`src/rtl/cache_write_through_buffer.sv`:
```
// Write-through store buffer: a circular queue of {addr, wdata, wstrb} that
// presents its head to the AXI write channel through registered outputs.
module cache_write_through_buffer #(
  parameter int CACHE_FRONTEND_ADDR_W = 32,
  parameter int CACHE_FRONTEND_DATA_W = 32,
  parameter int CACHE_FRONTEND_NBYTES = CACHE_FRONTEND_DATA_W / 8,
  parameter int CACHE_FRONTEND_BYTE_W = $clog2(CACHE_FRONTEND_NBYTES),
  parameter int CACHE_WTBUF_DEPTH_W   = 2
) (
  input  logic                                             ap_clk,
  input  logic                                             reset,
  input  logic                                             push,
  input  logic [CACHE_FRONTEND_ADDR_W-CACHE_FRONTEND_BYTE_W-1:0] push_addr,
  input  logic [CACHE_FRONTEND_DATA_W-1:0]                 push_wdata,
  input  logic [CACHE_FRONTEND_NBYTES-1:0]                 push_wstrb,
  output logic                                             full,
  output logic                                             empty,
  output logic [CACHE_WTBUF_DEPTH_W:0]                     level,
  output logic                                             overflow,
  output logic                                             valid,
  output logic [CACHE_FRONTEND_ADDR_W-CACHE_FRONTEND_BYTE_W-1:0] addr,
  output logic [CACHE_FRONTEND_DATA_W-1:0]                 wdata,
  output logic [CACHE_FRONTEND_NBYTES-1:0]                 wstrb,
  input  logic                                             ready
);

  localparam int unsigned AW    = CACHE_FRONTEND_ADDR_W - CACHE_FRONTEND_BYTE_W;
  localparam int unsigned DEPTH = 2 ** CACHE_WTBUF_DEPTH_W;

  logic [AW-1:0]                    mem_addr  [DEPTH];
  logic [CACHE_FRONTEND_DATA_W-1:0] mem_wdata [DEPTH];
  logic [CACHE_FRONTEND_NBYTES-1:0] mem_wstrb [DEPTH];

  logic [CACHE_WTBUF_DEPTH_W-1:0] wptr;
  logic [CACHE_WTBUF_DEPTH_W-1:0] rptr;
  logic [CACHE_WTBUF_DEPTH_W:0]   level_q;
  logic                           push_en;
  logic                           pop_en;

  // Status is derived only from the level register; push/ready never reach it.
  always_comb begin
    level   = level_q;
    full    = (level_q == (CACHE_WTBUF_DEPTH_W+1)'(DEPTH));
    empty   = (level_q == '0);
    valid   = ~empty;
    push_en = push & ~full;
    pop_en  = ready & ~empty;
  end

  // Array contents need no reset.
  always_ff @(posedge ap_clk) begin
    if (push_en) begin
      mem_addr[wptr]  <= push_addr;
      mem_wdata[wptr] <= push_wdata;
      mem_wstrb[wptr] <= push_wstrb;
    end
  end

  always_ff @(posedge ap_clk or posedge reset) begin
    if (reset) begin
      wptr     <= '0;
      rptr     <= '0;
      level_q  <= '0;
      overflow <= 1'b0;
      addr     <= '0;
      wdata    <= '0;
      wstrb    <= '0;
    end else begin
      if (push & full)
        overflow <= 1'b1;
      if (push_en)
        wptr <= wptr + 1'b1;
      if (pop_en) begin
        rptr  <= rptr + 1'b1;
        addr  <= mem_addr[rptr];
        wdata <= mem_wdata[rptr];
        wstrb <= mem_wstrb[rptr];
      end
      if (push_en && !pop_en)
        level_q <= level_q + 1'b1;
      else if (pop_en && !push_en)
        level_q <= level_q - 1'b1;
    end
  end

endmodule

```
`config.mk`:
```
export PLATFORM = sky130hd
export DESIGN_NAME = cache_write_through_buffer
export DESIGN_NICKNAME = d
export VERILOG_FILES = /design/src/rtl/cache_write_through_buffer.sv
export SDC_FILE = /design/constraint.sdc
export NUM_CORES = 1
export LEC_CHECK = 0
export ABC_CLOCK_PERIOD_IN_PS = 2720
export BUFFER_PORTS_ARGS = -buffer_cell sky130_fd_sc_hd__buf_2
export CORE_MARGIN = 2
export CORE_UTILIZATION = 52
export DETAILED_ROUTE_END_ITERATION = 12
export GPL_ROUTABILITY_DRIVEN = 0
export PLACE_DENSITY = 0.85
export SLEW_MARGIN = 5
export SYNTH_ARGS = -nofsm -noshare
export SYNTH_HDL_FRONTEND = slang
export SYNTH_SLANG_ARGS = --single-unit
```
`constraint.sdc`:
```
create_clock -name ap_clk -period 2.72 [get_ports ap_clk]
set_input_delay 0.68 -clock ap_clk [delete_from_list [all_inputs] [get_ports ap_clk]]
set_output_delay 0.68 -clock ap_clk [all_outputs]
set_load 0.03 [all_outputs]
```
# Word level (Yosys, flattened, before mapping)
# Memories as Yosys holds them, arrays and structs flattened. A register that Yosys moved wholly into a read port is not among the register bits.
# Cells that the tools add are included.
# totals
inputBits	70
reg_bits	8
ramBits	264
memories	3
elab_cells	27
# mem_list
memory	depth	word_bits	read_ports	rd_clocked_by_memory_dff	write_ports	line	rtl
mem_wdata	4	32	1	1	1	31	logic [CACHE_FRONTEND_DATA_W-1:0] mem_wdata [DEPTH];
mem_addr	4	30	1	1	1	30	logic [AW-1:0] mem_addr [DEPTH];
mem_wstrb	4	4	1	1	1	32	logic [CACHE_FRONTEND_NBYTES-1:0] mem_wstrb [DEPTH];
# op_classes
n_reduce_logical	6
n_eq_ne	1
addsub	4
muxes	4
bitwise_logic	5
# op_table
cell	count
$mux W3	2
$add A2 B1 Y2 const B	2
$add A3 B1 Y3 const B	1
$and A1 B1 Y1	3
$eq A3 B3 Y1 const B	1
$logic_not A3 Y1	1
$sub A3 B1 Y3 const B	1
$logic_and A1 B1 Y1	2
$logic_not A1 Y1	2
$mux W1	2
$not A1 Y1	2
$reduce_bool A2 Y1	1

# Logic depth before layout (Yosys ltp)
# Gate-level depths: netlist of the first run.
# logic_depth
ltp_word	7
depth_mapped	11
depth_no_buf	8

# Worst setup path after synthesis of the first run
# OpenSTA, ideal clock, no wires.
# synth_timing
path_type	register to register
from	register level_q[0] (netlist: level[0])
to	memory mem_addr[0][0] (netlist bit), enable pin
arrival_ps	2805
slack_ps	-516
n_path_buf	1
required_time_ps	2289
stages_incl_launch_ff	5
path_cell_list	dfrtp_1 -> nor3b_1 -> nor2b_1 -> clkbuf_1 -> and2_1
# synth_via
elab_chain_cells	5
# synth_rtl
element	line	rtl
start: declaration	36	logic [CACHE_WTBUF_DEPTH_W:0] level_q;
start signal: assignment	80	level_q <= level_q + 1'b1;
start signal: assignment	82	level_q <= level_q - 1'b1;
$eq A3 B3 Y1	43	full = (level_q == (CACHE_WTBUF_DEPTH_W+1)'(DEPTH));
net full	16	output logic full,
$not A1 Y1	46	push_en = push & ~full;
$and A1 B1 Y1	46	
net push_en	37	logic push_en;
$mux W1	52	if (push_en) begin
$mux W1 (implied by the code)	53	mem_addr[wptr] <= push_addr;
end: declaration	30	
# The timed path passes the listed nets, and every way through them passes these cells.

# Worst setup path after layout of the first run
# layout_timing
from	register level_q[0] (netlist: level[0])
to	output port empty
# layout_via
elab_chain_cells	1
# layout_rtl
element	line	rtl
$logic_not A3 Y1	44	empty = (level_q == '0);
end: declaration	17	output logic empty,
# Every way passes these cells.

==> results of run 1 <==
## metrics by stage
| step | power (mW) | hold slack [ps] | instances | util, % | worst slack, ps |
|---|---|---|---|---|---|
| floorplan | 11.52 | 534.0 | 524 | - | 158.4 |
| global placement | 13.00 | 436.7 | 975 | 58.14 | 580.6 |
| detailed placement | 13.26 | 443.6 | 975 | 58.14 | 504.0 |
| CTS | 18.06 | 285.7 | 1037 | 63.02 | 301.2 |
| global route | 18.63 | 265.9 | 1039 | 63.04 | 243.7 |
| finish | 17.84 | 220.0 | 1041 | 63.06 | 328.2 |
## power by group
| part | internal, mW | total, mW | leakage [nW] | switching [mW] |
|---|---|---|---|---|
| clock | 2.84 | 4.75 | 0.568 | 1.92 |
| combinational | 2.34 | 5.26 | 1.50 | 2.92 |
| sequential | 7.05 | 7.82 | 3.28 | 0.773 |
| total | 12.2 | 17.8 | 5.34 | 5.61 |
## cell type report
cell class                      instances  area, sq um  share of cell area, %
Sequential cell                       338         9787                  66.12
Multi-Input combinational cell        157         2475                  16.72
Timing Repair Buffer                  156        965.9                  6.526
Clock buffer                           41        887.1                  5.993
Tap cell                              319        399.1                  2.697
Clock inverter                         21        257.7                  1.741
Inverter                                5        20.02                 0.1352
Antenna cell                            4        10.01                0.06762
## layout by cell type (no fill, tap or decap), drive strengths merged
cell    synthesis  final
a21o            1      1
and2            4      4
buf            20    156
bufinv          0      5
clkbuf          4     41
clkinv          0     13
dfrtp          74     74
diode           0      4
edfxtp        264    264
fa              1      1
ha              5      5
inv             5      8
mux2           68     68
mux4           66     66
nand2           1      1
nand3           1      1
nor2            1      1
nor2b           1      1
nor3b           1      1
or3             1      1
xnor2           4      4
xor2            2      2
## flip-flops by register name (all words and copies together) (netlist names)
register   count
mem_wdata    128
overflow       1
addr          30
mem_wstrb     16
wstrb          4
wdata         32
wptr           2
level          3
rptr           2
mem_addr     120
## routing by layer
layer  wire, microns  vias to the layer above  share of wire (%)
li1                -                     2478                  -
met1            9444                     3112                 39
met2           12610                      203                 52
met3            1597                       41                6.6
met4             444                        4                1.8
met5              21                        -              0.087
## kinds of logic after synthesis
kind of cell / count (synthesis) / share of synthesized area, %
buffers and inverters: 29 / 1.510
DFF: 338 / 78.70
xor gates and xnor gates: 6 / 0.4229
AOI/OAI and AO/OA: 1 / 0.06043
muxes: 134 / 18.12
and+or+nand+nor: 10 / 0.5235
adders and majority gates: 6 / 0.6645
## worst min-delay path by stage
stage	from	end	slack [ps]	cells after the start
after global placement	overflow	overflow	440	1
after CTS	reset	addr[23]	290	3
after detailed placement	overflow	overflow	440	1
after floorplan	wptr[1]	wptr[1]	530	1
after global routing	reset	addr[0]	270	3
final	reset	addr[2]	220	3
## worst reg2reg max path, delay by kind of cell (launching register included)
kind	cells	cell delay, ps
xor gates and xnor gates	2	320
buffers and inverters	1	60
DFF	1	460
and+or+nand+nor	3	730
adders and majority gates	2	570
==> metrics.log, run 1 <==
INFO  metric status = finished clean
INFO  metric post_synth_num_cell_types = 23
INFO  metric slew_headroom = 58.23%
INFO  metric setup.worst_path.start = level[0]
INFO  metric use_met2 = 33.97%
INFO  metric number_of_warnings_issued_by_yosys = 0
INFO  metric synthesis.nets = 600
INFO  metric critical_path.max_stage_delay = 480 ps
INFO  metric path_max_fanout = 5
INFO  metric postSynthRegisterBits = 338
INFO  metric endpoint_of_the_worst_register_to_register_path = level[2]
INFO  metric io-pin-count = 143
INFO  metric grt_start_max_net_pins = 75
INFO  metric final_antenna_net_count = 0
INFO  metric synth.most_common_cell = edfxtp_1
INFO  metric die_y = 158.6 microns
INFO  metric final_layout_net_count = 768
INFO  metric first_pass_grt_wire_length = 36200 microns
INFO  metric crit_family = simple AND/OR/NAND/NOR gates
INFO  metric totalWireLength = 24120 microns
INFO  metric finClkSkew = 30.95 ps
INFO  metric fillers = 1533
INFO  metric initial_utilization = 52.94%
INFO  metric hold_violations = 0
INFO  metric track_usage = 19.51%
INFO  metric rr_startpoint = level[0]
INFO  metric clockRootBuffer = clkbuf_16
INFO  metric startpoint_type = flop
INFO  metric synth-main-ff-cell = edfxtp_1
INFO  metric timing.final.crit_share = 87.94%
INFO  metric finalSetupTns = 0 ps
INFO  metric area_of_the_core_region = 0.02347 sq mm
INFO  metric clk_pin_slew = 60 ps
INFO  metric critical_path.endpoint_type = output port
INFO  metric tritoncts.num_buffers = 34
INFO  metric synth-edff-count = 264
INFO  metric globalRouteOverflowTotal = 0
INFO  metric postLayoutCellArea = 0.01480 sq mm
INFO  metric via_count_of_the_first_global_routing_pass = 6367
INFO  metric dpl-instance-area = 0.01365 sq mm
INFO  metric post-dp-hpwl = 14360 microns
INFO  metric drt-initial-drc-count = 381
INFO  metric unrepaired_setup_endpoints_after_global_routing = false
INFO  metric mappedNetlistArea = 0.01243 sq mm
INFO  metric r2r_cells = 8
INFO  metric part_of_the_yosys_area_used_for_sequential_elements = 78.70%
INFO  metric cts_tree = yes
INFO  metric via_per_inst = 5.608
INFO  metric critical_path_buf_inv_count = 2
INFO  metric crit_path_kind = reg2out
INFO  metric critPathArrivalTime = 1710 ps
INFO  metric clock_sink_count = 338
INFO  metric post-synth-top-area-fraction = 63.79%
INFO  metric global_route.peak_usage_layer = met2
INFO  metric ctsHtreeMaxLevel = 2
INFO  metric final_period_minus_worst_setup_slack = 2392 ps
INFO  metric drt_pass1_iterations = 5
INFO  metric cts_resized = 0
INFO  metric netlist.top_cell.by_area = edfxtp_1
INFO  metric grtUsageMet3 = 4.137%
INFO  metric leakagePower = 5.342 nW
INFO  metric yosys-top-cells-area = edfxtp_1 (64%), dfrtp_1 (15%), mux4_2 (12%)
INFO  metric cts_hold_buffers = 0
INFO  metric critPathRequiredTime = 2040 ps
INFO  metric top_cells_by_count_synth = edfxtp_1 (264), dfrtp_1 (74), mux2_2 (68)
INFO  metric number_of_max_cap_violations = 0
INFO  metric route.detailed.drc = 0
INFO  metric grtUsageMet1 = 24.96%
INFO  metric worst_skew_pair.late_latency = 520 ps
INFO  metric crit_cells = 3
INFO  metric slowest_stage_cell_crit_path = or3_1
INFO  metric average_routed_wire_per_standard_cell = 23.17 microns
INFO  metric async_flop_share = 21.89%
INFO  metric cp_cell_sequence = or3_1 > inv_1 > buf_2
INFO  metric powerDensity = 1205 mW/mm^2
INFO  metric std_cell_rows = 56
INFO  metric ir_worst_vdd = 736.1 uV
INFO  metric worst-slew-pin-transition = 626.5 ps
INFO  metric drive_above_1_share = 49.16%
INFO  metric portBuffers = 142
INFO  metric max_freq = 0.4181 GHz
INFO  metric dr_total_vias = 5838
INFO  metric max-clock-path-buffers = 3
INFO  metric final_max_slew_viol_count = 0
INFO  metric gate_count_after_technology_mapping = 524
INFO  metric area_growth = 19.11%
INFO  metric reg2reg_slack = 500 ps
INFO  metric fp.dieW = 158.6 microns
INFO  metric antenna_found_initial = 6
INFO  metric avgSynthCellArea = 23.72 sq um
INFO  metric post-cts-setup-buffer-count = 0
INFO  metric crit_path_end = empty
INFO  metric setup_viol_count_final = 0
INFO  metric die_area = 0.02515 sq mm
INFO  metric holdCritPathClass = in2async
No activity file was read; power rests on OpenSTA's default activity.
==> run 2: changes to the inputs <==
==> constraint.sdc (replaced) <==
create_clock -name ap_clk -period 2.72 [get_ports ap_clk]
set_input_delay 0.544 -clock ap_clk [delete_from_list [all_inputs] [get_ports ap_clk]]
set_output_delay 0.544 -clock ap_clk [all_outputs]
set_load 0.03 [all_outputs]
==> run 2 against run 1 <==
  * Die area unchanged
  * Count of clock-buffer cells in the layout up 13
  * Register-to-register slack about the same
  * Cell count about the same
  * Critical path type unchanged
  * Critical endpoint unchanged
  * Largest power group unchanged
==> metrics.log, run 2 (synthesis results as in run 1) <==
INFO  metric initial_utilization = 52.94% (unchanged)
INFO  metric grt_start_max_net_pins = 75 (unchanged)
INFO  metric clock_sink_count = 338 (unchanged)
INFO  metric critPathRequiredTime = 2180 ps (+140 ps)
INFO  metric cts_tree = yes
INFO  metric final_layout_net_count = 772 (+0.52%)
INFO  metric critical_path.max_stage_delay = 490 ps (about the same)
INFO  metric worst_slack_after_detailed_placement = 504.4 ps (+0.4170 ps)
INFO  metric via_per_inst = 5.461 (-2.6%)
INFO  metric endpoint_of_the_worst_register_to_register_path = level[2]
INFO  metric critPathArrivalTime = 1700 ps (about the same)
INFO  metric crit_path_end = empty
INFO  metric die_area = 0.02515 sq mm (unchanged)
INFO  metric hold_violations = 0 (unchanged)
INFO  metric crit_family = simple AND/OR/NAND/NOR gates
INFO  metric totalWireLength = 22490 microns (-6.8%)
INFO  metric fillers = 1569 (+2.3%)
INFO  metric dr_total_vias = 5690 (-2.5%)
INFO  metric drt_pass1_iterations = 4 (-1)
INFO  metric holdCritPathClass = in2async
INFO  metric die_y = 158.6 microns (unchanged)
INFO  metric post-cts-setup-buffer-count = 0 (unchanged)
INFO  metric cts_resized = 0 (unchanged)
INFO  metric first_pass_grt_wire_length = 34510 microns (-4.7%)
INFO  metric crit_path_kind = reg2out
INFO  metric final_antenna_net_count = 0 (unchanged)
INFO  metric powerDensity = 1186 mW/mm^2 (-1.6%)
INFO  metric drive_above_1_share = 47.92% (-1.2 points)
INFO  metric crit_cells = 3 (unchanged)
INFO  metric unrepaired_setup_endpoints_after_global_routing = false
INFO  metric worst_skew_pair.late_latency = 490 ps (-30 ps)
INFO  metric clk_pin_slew = 60 ps (about the same)
INFO  metric rr_startpoint = level[0]
INFO  metric finClkSkew = 11.95 ps (-19.01 ps)
INFO  metric startpoint_type = flop
INFO  metric clockRootBuffer = clkbuf_16
INFO  metric track_usage = 18.45% (-1.1 points)
INFO  metric biggest_registers_after_layout = mem_wdata (128), mem_addr (120), wdata (32)
INFO  metric largest_register_ff_count = 128 (unchanged)
INFO  metric path_max_fanout = 5 (unchanged)
INFO  metric antenna_found_initial = 3 (-3)
INFO  metric drt-initial-drc-count = 336 (-12%)
INFO  metric timing.final.crit_share = 82.52% (-5.4 points)
INFO  metric reg2reg_slack = 490 ps (about the same)
INFO  metric max-clock-path-buffers = 3 (unchanged)
INFO  metric cp_cell_sequence = or3_1 > inv_1 > buf_2
INFO  metric worst-slew-pin-transition = 607.7 ps (-18.88 ps)
INFO  metric area_growth = 18.52%
INFO  metric portBuffers = 142 (unchanged)
INFO  metric io-pin-count = 143 (unchanged)
INFO  metric mostFrequentLayoutCells = edfxtp_1 (264), buf_2 (142), dfrtp_1 (72)
INFO  metric std_cell_rows = 56 (unchanged)
INFO  metric fp.dieW = 158.6 microns (unchanged)
INFO  metric finalSetupTns = 0 ps (unchanged)
INFO  metric critical_path.endpoint_type = output port
INFO  metric ir_worst_vdd = 750.1 uV (+1.9%)
INFO  metric average_routed_wire_per_standard_cell = 21.58 microns (-6.8%)
INFO  metric regArea = 0.009787 sq mm (unchanged)
INFO  metric status = finished clean
INFO  metric final_critical_path_setup_slack = 475.4 ps (+147.3 ps)
INFO  metric critical_path_buf_inv_count = 2 (unchanged)
INFO  metric final_period_minus_worst_setup_slack = 2245 ps (-147.3 ps)
INFO  metric setup.worst_path.start = level[0]
INFO  metric route.detailed.drc = 0 (unchanged)
INFO  metric slew_headroom = 59.49% (+1.3 points)
INFO  metric slowest_stage_cell_crit_path = or3_1
INFO  metric cts_hold_buffers = 0 (unchanged)
INFO  metric mostFrequentLayoutCell = edfxtp_1
INFO  metric globalRouteOverflowTotal = 0 (unchanged)
INFO  metric ctsHtreeMaxLevel = 2 (unchanged)
INFO  metric post-dp-hpwl = 13220 microns (-7.9%)
INFO  metric r2r_cells = 8 (unchanged)
INFO  metric multi_input_comb_area = 0.002475 sq mm (unchanged)
INFO  metric setup_viol_count_final = 0 (unchanged)
INFO  metric leakagePower = 5.307 nW (-0.65%)
INFO  metric number_of_max_cap_violations = 0 (unchanged)
INFO  metric via_count_of_the_first_global_routing_pass = 6230 (-2.2%)
INFO  metric area_of_the_core_region = 0.02347 sq mm (unchanged)
INFO  metric tritoncts.num_buffers = 35 (+2.9%)
INFO  metric largest_register = mem_wdata
INFO  metric max_freq = 0.4455 GHz (+6.6%)
INFO  metric final_max_slew_viol_count = 0 (unchanged)
[run 2: cell types whose count changed in the layout (fill, tap and decap cells not counted), sizes merged]
cell      delta
buf          +3
bufinv       -3
clkbuf      +13
clkinv       -6
clkinvlp     +1
diode        -3
inv          -4
[run 2: final cells by class]
class | count | area share [%]
antenna | 1 | 0.01699
clock buffer | 54 | 6.788
clock inverter | 9 | 0.6372
inverter | 5 | 0.1359
multi-input combinational | 157 | 16.80
sequential | 338 | 66.45
tap | 319 | 2.710
timing repair buffer | 159 | 6.457
[run 2: power by group]
group | leakage [nW] | internal, mW | switching, mW
clock network | 0.527 | 2.72 | 1.78
registers | 3.28 | 7.05 | 0.746
logic | 1.50 | 2.33 | 2.85
total | 5.31 | 12.1 | 5.37
[run 2: per-stage QoR]
stage / util, % / total power, mW / hold WS, ps / instances / cell area, sq um
2_1_floorplan: - / 11.52 / 534.0 / 524 / 12440
6_report: 62.75 / 17.47 / 144.6 / 1042 / 14730
4_1_cts: 62.73 / 17.71 / 169.8 / 1041 / 14730
5_1_grt: 62.73 / 18.30 / 184.8 / 1041 / 14730
3_3_place_gp: 58.08 / 12.94 / 435.5 / 978 / 13630
3_5_place_dp: 58.08 / 13.16 / 439.5 / 978 / 13630
[run 2: worst min-delay path by stage]
stage,endpoint
floorplan,wptr[1]
global placement,overflow
detailed placement,overflow
CTS,addr[14]
global route,addr[0]
finish,wdata[1]
[run 2: routing by layer]
metal | part of all wire, % | vias to the layer above | GRT usage, %
li1 | - | 2486 | -
met4 | 1.3 | 2 | 5.277
met2 | 54 | 154 | 33.07
met5 | 0.071 | - | 0
met3 | 5.2 | 29 | 4.028
met1 | 40 | 3019 | 22.67
[run 2: worst min-delay path, delay by kind of cell]
family   cells  cell delay, ps
buf+inv      3             510
